### config.mk
export PLATFORM = sky130hd
export DESIGN_NAME = cv32e40p_mult_iter
export DESIGN_NICKNAME = d
export VERILOG_FILES = /design/src/rtl/cv32e40p_mult_iter.sv
export SDC_FILE = /design/constraint.sdc
export NUM_CORES = 1
export LEC_CHECK = 0
export BUFFER_PORTS_ARGS = -buffer_cell sky130_fd_sc_hd__clkbuf_2
export CORE_UTILIZATION = 45
export CTS_BUF_LIST = sky130_fd_sc_hd__clkbuf_2 sky130_fd_sc_hd__clkbuf_4 sky130_fd_sc_hd__clkbuf_8
export CTS_CLUSTER_DIAMETER = 40
export CTS_CLUSTER_SIZE = 28
export DETAILED_ROUTE_END_ITERATION = 7
export HOLD_SLACK_MARGIN = 0.02
export PLACE_DENSITY_LB_ADDON = 0.1
export SYNTH_ARGS = -nofsm -noshare
export SYNTH_HDL_FRONTEND = slang
export SYNTH_SLANG_ARGS = --single-unit
export TNS_END_PERCENT = 50
### constraint.sdc
create_clock -name clk -period 12.15 [get_ports clk]
set_input_delay 1.8225 -clock clk [delete_from_list [all_inputs] [get_ports clk]]
set_output_delay 1.8225 -clock clk [all_outputs]
set_load 0.05 [all_outputs]
### src/rtl/cv32e40p_mult_iter.sv
// Iterative WIDTH x WIDTH multiplier built on one signed (SLICE+1)x(SLICE+1) slice multiplier.
// Optional build macro: MULT_ITER_ZERO_SKIP_EN (zero operand finishes in one cycle).
module cv32e40p_mult_iter #(
    parameter int unsigned WIDTH = 32,
    parameter int unsigned SLICE = 16
) (
    input  logic             clk,
    input  logic             rst_n,
    input  logic             valid_i,
    output logic             ready_o,
    input  logic [WIDTH-1:0] op_a_i,
    input  logic [WIDTH-1:0] op_b_i,
    input  logic [1:0]       signed_i,
    input  logic             hi_sel_i,
    input  logic             kill_i,
    output logic             valid_o,
    input  logic             ready_i,
    output logic [WIDTH-1:0] result_o,
    output logic             busy_o
);

    localparam int unsigned NSLICE = WIDTH / SLICE;
    localparam int unsigned IW     = (NSLICE > 1) ? $clog2(NSLICE) : 1;
    localparam int unsigned ACCW   = 2 * WIDTH;
    localparam int unsigned PPW    = 2 * SLICE + 2;
    localparam int unsigned EXTW   = ACCW + PPW;

    typedef enum logic [1:0] {S_IDLE, S_BUSY, S_DONE} state_e;

    state_e            state_q;
    logic [WIDTH-1:0]  a_q, b_q;
    logic [1:0]        sgn_q;
    logic              hi_q;
    logic [ACCW-1:0]   acc_q;
    logic [IW-1:0]     i_q, j_q;
    logic              valid_q, ready_q, busy_q;
    logic [WIDTH-1:0]  result_q;

    logic [SLICE-1:0]       a_sl, b_sl;
    logic signed [SLICE:0]  a_s, b_s;
    logic signed [PPW-1:0]  pp;
    logic signed [EXTW-1:0] pp_wide;
    logic [31:0]            shamt;
    logic                   last_i, last_j;
    logic [ACCW-1:0]        acc_nxt;

    // Partial product of slices (i,j); only the top slice of a signed operand carries a sign bit
    always_comb begin
        a_sl    = SLICE'(a_q >> (32'(i_q) * SLICE));
        b_sl    = SLICE'(b_q >> (32'(j_q) * SLICE));
        last_i  = (i_q == IW'(NSLICE - 1));
        last_j  = (j_q == IW'(NSLICE - 1));
        a_s     = {sgn_q[0] & last_i & a_sl[SLICE-1], a_sl};
        b_s     = {sgn_q[1] & last_j & b_sl[SLICE-1], b_sl};
        pp      = a_s * b_s;
        pp_wide = EXTW'(pp);
        shamt   = (32'(i_q) + 32'(j_q)) * SLICE;
        acc_nxt = acc_q + ACCW'(pp_wide << shamt);
    end

    // Sequencer: IDLE -> BUSY (NSLICE^2 steps) -> DONE; kill returns to IDLE from anywhere
    always_ff @(posedge clk or negedge rst_n) begin
        if (!rst_n) begin
            state_q  <= S_IDLE;
            a_q      <= '0;
            b_q      <= '0;
            sgn_q    <= '0;
            hi_q     <= 1'b0;
            acc_q    <= '0;
            i_q      <= '0;
            j_q      <= '0;
            valid_q  <= 1'b0;
            ready_q  <= 1'b1;
            busy_q   <= 1'b0;
            result_q <= '0;
        end else if (kill_i) begin
            state_q <= S_IDLE;
            acc_q   <= '0;
            i_q     <= '0;
            j_q     <= '0;
            valid_q <= 1'b0;
            ready_q <= 1'b1;
            busy_q  <= 1'b0;
        end else begin
            case (state_q)
                S_IDLE: begin
                    if (valid_i && ready_q) begin
                        a_q     <= op_a_i;
                        b_q     <= op_b_i;
                        sgn_q   <= signed_i;
                        hi_q    <= hi_sel_i;
                        acc_q   <= '0;
                        i_q     <= '0;
                        j_q     <= '0;
                        ready_q <= 1'b0;
`ifdef MULT_ITER_ZERO_SKIP_EN
                        if (op_a_i == '0 || op_b_i == '0) begin
                            state_q  <= S_DONE;
                            valid_q  <= 1'b1;
                            result_q <= '0;
                        end else begin
                            state_q <= S_BUSY;
                            busy_q  <= 1'b1;
                        end
`else
                        state_q <= S_BUSY;
                        busy_q  <= 1'b1;
`endif
                    end
                end
                S_BUSY: begin
                    acc_q <= acc_nxt;
                    if (last_i && last_j) begin
                        state_q  <= S_DONE;
                        busy_q   <= 1'b0;
                        valid_q  <= 1'b1;
                        result_q <= hi_q ? acc_nxt[ACCW-1:WIDTH] : acc_nxt[WIDTH-1:0];
                    end else if (last_j) begin
                        j_q <= '0;
                        i_q <= i_q + IW'(1);
                    end else begin
                        j_q <= j_q + IW'(1);
                    end
                end
                S_DONE: begin
                    if (ready_i) begin
                        state_q <= S_IDLE;
                        valid_q <= 1'b0;
                        ready_q <= 1'b1;
                    end
                end
                default: state_q <= S_IDLE;
            endcase
        end
    end

    assign ready_o  = ready_q;
    assign valid_o  = valid_q;
    assign busy_o   = busy_q;
    assign result_o = result_q;

endmodule
==> results_dict.tcl <==
set metrics [dict create \
    numClockSinks 170 \
    drive_gt1_share_pct 12.3 \
    synth_mux_area_share_pct 6.86 \
    holdCritStartpoint "result_o[11]" \
    cts-buffers-inserted 17 \
    timing.slew.headroom_pct 30.3 \
    max_freq_mhz 89.4 \
    final_max_slew_viol_count 0 \
    rows 80 \
    worstPathArrival_ns 11.67 \
    drc 0 \
    grtUsageTotal_pct 28.3 \
    worstSetupStartpoint "j_q" \
    count_of_final_setup_violators 0 \
    rr_worst_depth 37 \
    yosysUniqueCellTypes 76 \
    layout_commonest_cell "sky130_fd_sc_hd__inv_1" \
    globalRouteMet2Util_pct 45.9 \
    timing.setup.critical_path_class "reg -> reg" \
    globalRouteOverflowTotal 0 \
    worst_hold_path.num_cells 2 \
    reg2reg_setup_slack_ns 0.97 \
    yosys_warnings 0 \
    detailroute.via_count 17900 \
    globalplace.congestion 0.958 \
    sequential_area_um2 4260 \
    largest_family_of_logic_cells_by_synthesized_area "adder cells" \
    num-nets-final 3010 \
    detail_route.vias_per_cell 5.73 \
    worst_r2r_endpoint "result_o[29]" \
    placeableCoreArea_um2 48000 \
    synthAdderAreaFrac_pct 35.4 \
    yosys_most_used_dff "sky130_fd_sc_hd__dfrtp_1" \
    first_iter_violations 1287 \
    dieArea_um2 50000 \
    max_stage_delay_ns 0.85 \
    finalNonFillerCells 3120 \
    grt_pass1_vias 18500 \
    wl_um 67400 \
    post_synth_main_area_contributors "sky130_fd_sc_hd__fa_1 27%, sky130_fd_sc_hd__dfrtp_1 19%, sky130_fd_sc_hd__ha_1 8.4%" \
    insertion_delay_ns 0.61 \
    mappedNetlistNets 2946 \
    synth_seq_area_share_pct 19.3 \
    skew_ns 0.0385 \
    total_half_perimeter_wirelength_after_legalization_and_detailed_placement_um 54900 \
    layout_worst_path_cycle_share_pct 92.0 \
    hold-path-endpoint "result_o[11]" \
    antenna-diode-count 0 \
    crit_family "adder cells" \
    grt.busiest_layer "met2" \
    whs_ns 0.491 \
    htree_levels 4 \
    final.setup.tns_ns 0 \
    tightest_slew_ns 1.02 \
    globalRouteMet1Util_pct 38.6 \
    grt_start_max_net_pins 100 \
    netlist_instances 2428 \
    antenna_found_initial 0 \
    initial_core_util_pct 46.0 \
    outcome "finished, final reports clean" \
    cp_max_fanout 24 \
    postCtsSetupBuffers 0 \
    crit_top_cell "sky130_fd_sc_hd__fa_1" \
    setup_repair_after_global_routing_missed_its_margin "false" \
    required_ns 12.64 \
    cpMaxStageDelayCell "sky130_fd_sc_hd__dfrtp_2" \
    synthesis.area_um2 22100 \
    async_reset_ff_share_pct 100 \
    post_cts_hold_buffer_count 0 \
    synth-seq-cells 170 \
    yosys_top_cell_area_share_pct 26.9 \
    area_overhead_vs_synth_pct 7.70 \
    critical_path.n_buffers_inverters 6 \
    grt.met3_usage_pct 5.40 \
    cts_tree "done" \
    synth-edff-count 0 \
    fillerInstances 4634 \
    detailedRoute.firstPassIterationCount 5 \
    io_buffer_count 106 \
    maximum_root_to_sink_buffer_count 2 \
    placedCellCount 3088 \
    synth_compound_gate_area_share_pct 14.5 \
    die_h_um 224 \
    final_hold_viol_count 0 \
    crit-reg2reg-launch "j_q" \
    wl_per_cell_um 21.6 \
    min_period_ns 11.18 \
    area_leader_netlist "sky130_fd_sc_hd__fa_1" \
    max_cap_viol_count 0 \
    worst_setup_hold_path_clk_slew_ns 0.12 \
    layout_common_cells "320 x sky130_fd_sc_hd__inv_1, 297 x sky130_fd_sc_hd__fa_1, 258 x sky130_fd_sc_hd__nand2_1" \
    xor_and_xnor_area_share_after_synthesis_pct 3.85 \
    first_pass_grt_wire_length_um 107000 \
    chipWidth_um 224 \
    start_kind "flop" \
    cts.root.buffer_cell "sky130_fd_sc_hd__clkbuf_8" \
    multi_input_comb_area_um2 16300 \
    critPathCaptureType "flop" \
    post_cts_resized 0 \
    ioPinCount 107 \
    worstHoldPathType "reg -> reg" \
    route.antenna.remaining_nets 0 \
    synthesis.area_per_instance_um2 9.10 \
    synth-simple-area-share_pct 12.9 \
]
[state kept, by name, indices dropped and copies added (netlist names)]
register and flops:
acc_q 64, a_q 32, b_q 32, result_o 32, sgn_q 2, state_q 2, busy_o 1, hi_q 1
i_q 1, j_q 1, ready_o 1, valid_o 1
[worst reg2reg max path: cells and delay by family, from the launching register on]
family	cells	cell delay, ns
fa+ha+maj	8	3.82
buf+inv	6	0.73
flops	1	0.85
mux	2	0.84
compound gates	15	3.73
simple gates	6	1.08
[through the flow]
step	setup WS, ns	cell area (um^2)	utilization [%]
floorplan	2.16	22100	-
global placement	1.13	23400	48.6
detailed placement	1.12	23400	48.6
CTS	1.05	23800	49.5
global route	0.279	23800	49.5
finish	0.970	23800	49.5
[cells in the mapped netlist (42+ instances only)]
library cell               count
sky130_fd_sc_hd__inv_1       320
sky130_fd_sc_hd__fa_1        297
sky130_fd_sc_hd__nand2_1     259
sky130_fd_sc_hd__nor2_1      259
sky130_fd_sc_hd__dfrtp_1     169
sky130_fd_sc_hd__a21oi_1     150
sky130_fd_sc_hd__ha_1        149
sky130_fd_sc_hd__mux2_2       96
sky130_fd_sc_hd__clkbuf_1     91
sky130_fd_sc_hd__o21ai_0      69
sky130_fd_sc_hd__a21o_1       66
sky130_fd_sc_hd__xnor2_1      56
sky130_fd_sc_hd__a22o_1       55
sky130_fd_sc_hd__mux2i_1      42
[metal layers]
layer / up-vias / routed length [um]
met1: 9134 / 30100
met4: 0 / 1520
met3: 81 / 3990
li1: 8168 / -
met2: 501 / 31800
met5: - / 0
[final cells by class]
class	count	area share, %
clock inverter	12	0.647
clock buffer	20	1.13
tap	615	3.23
inverter	322	5.08
multi-input combinational	1832	68.4
timing repair buffer	149	3.62
sequential	170	17.9
[worst max-delay path by stage]
stage / to / slack (ns) / cells after the start
6_report: result_o[29] / 0.97 / 37
5_1_grt: result_o[29] / 0.28 / 36
4_1_cts: result_o[29] / 1.05 / 36
3_5_place_dp: result_o[29] / 1.12 / 36
3_3_place_gp: result_o[29] / 1.13 / 35
2_1_floorplan: result_o[29] / 2.16 / 41
[logic make-up after synthesis]
kind of cell,Yosys count
AND/OR/NAND/NOR,669
buffers and inverters,426
AO/OA/AOI/OAI,481
XOR/XNOR,97
multiplexers,139
adder cells (fa/ha/maj),446
flip-flops,170
Power is not shown: default switching activity piles up to over one toggle a cycle in this logic, so the estimate is an artifact.
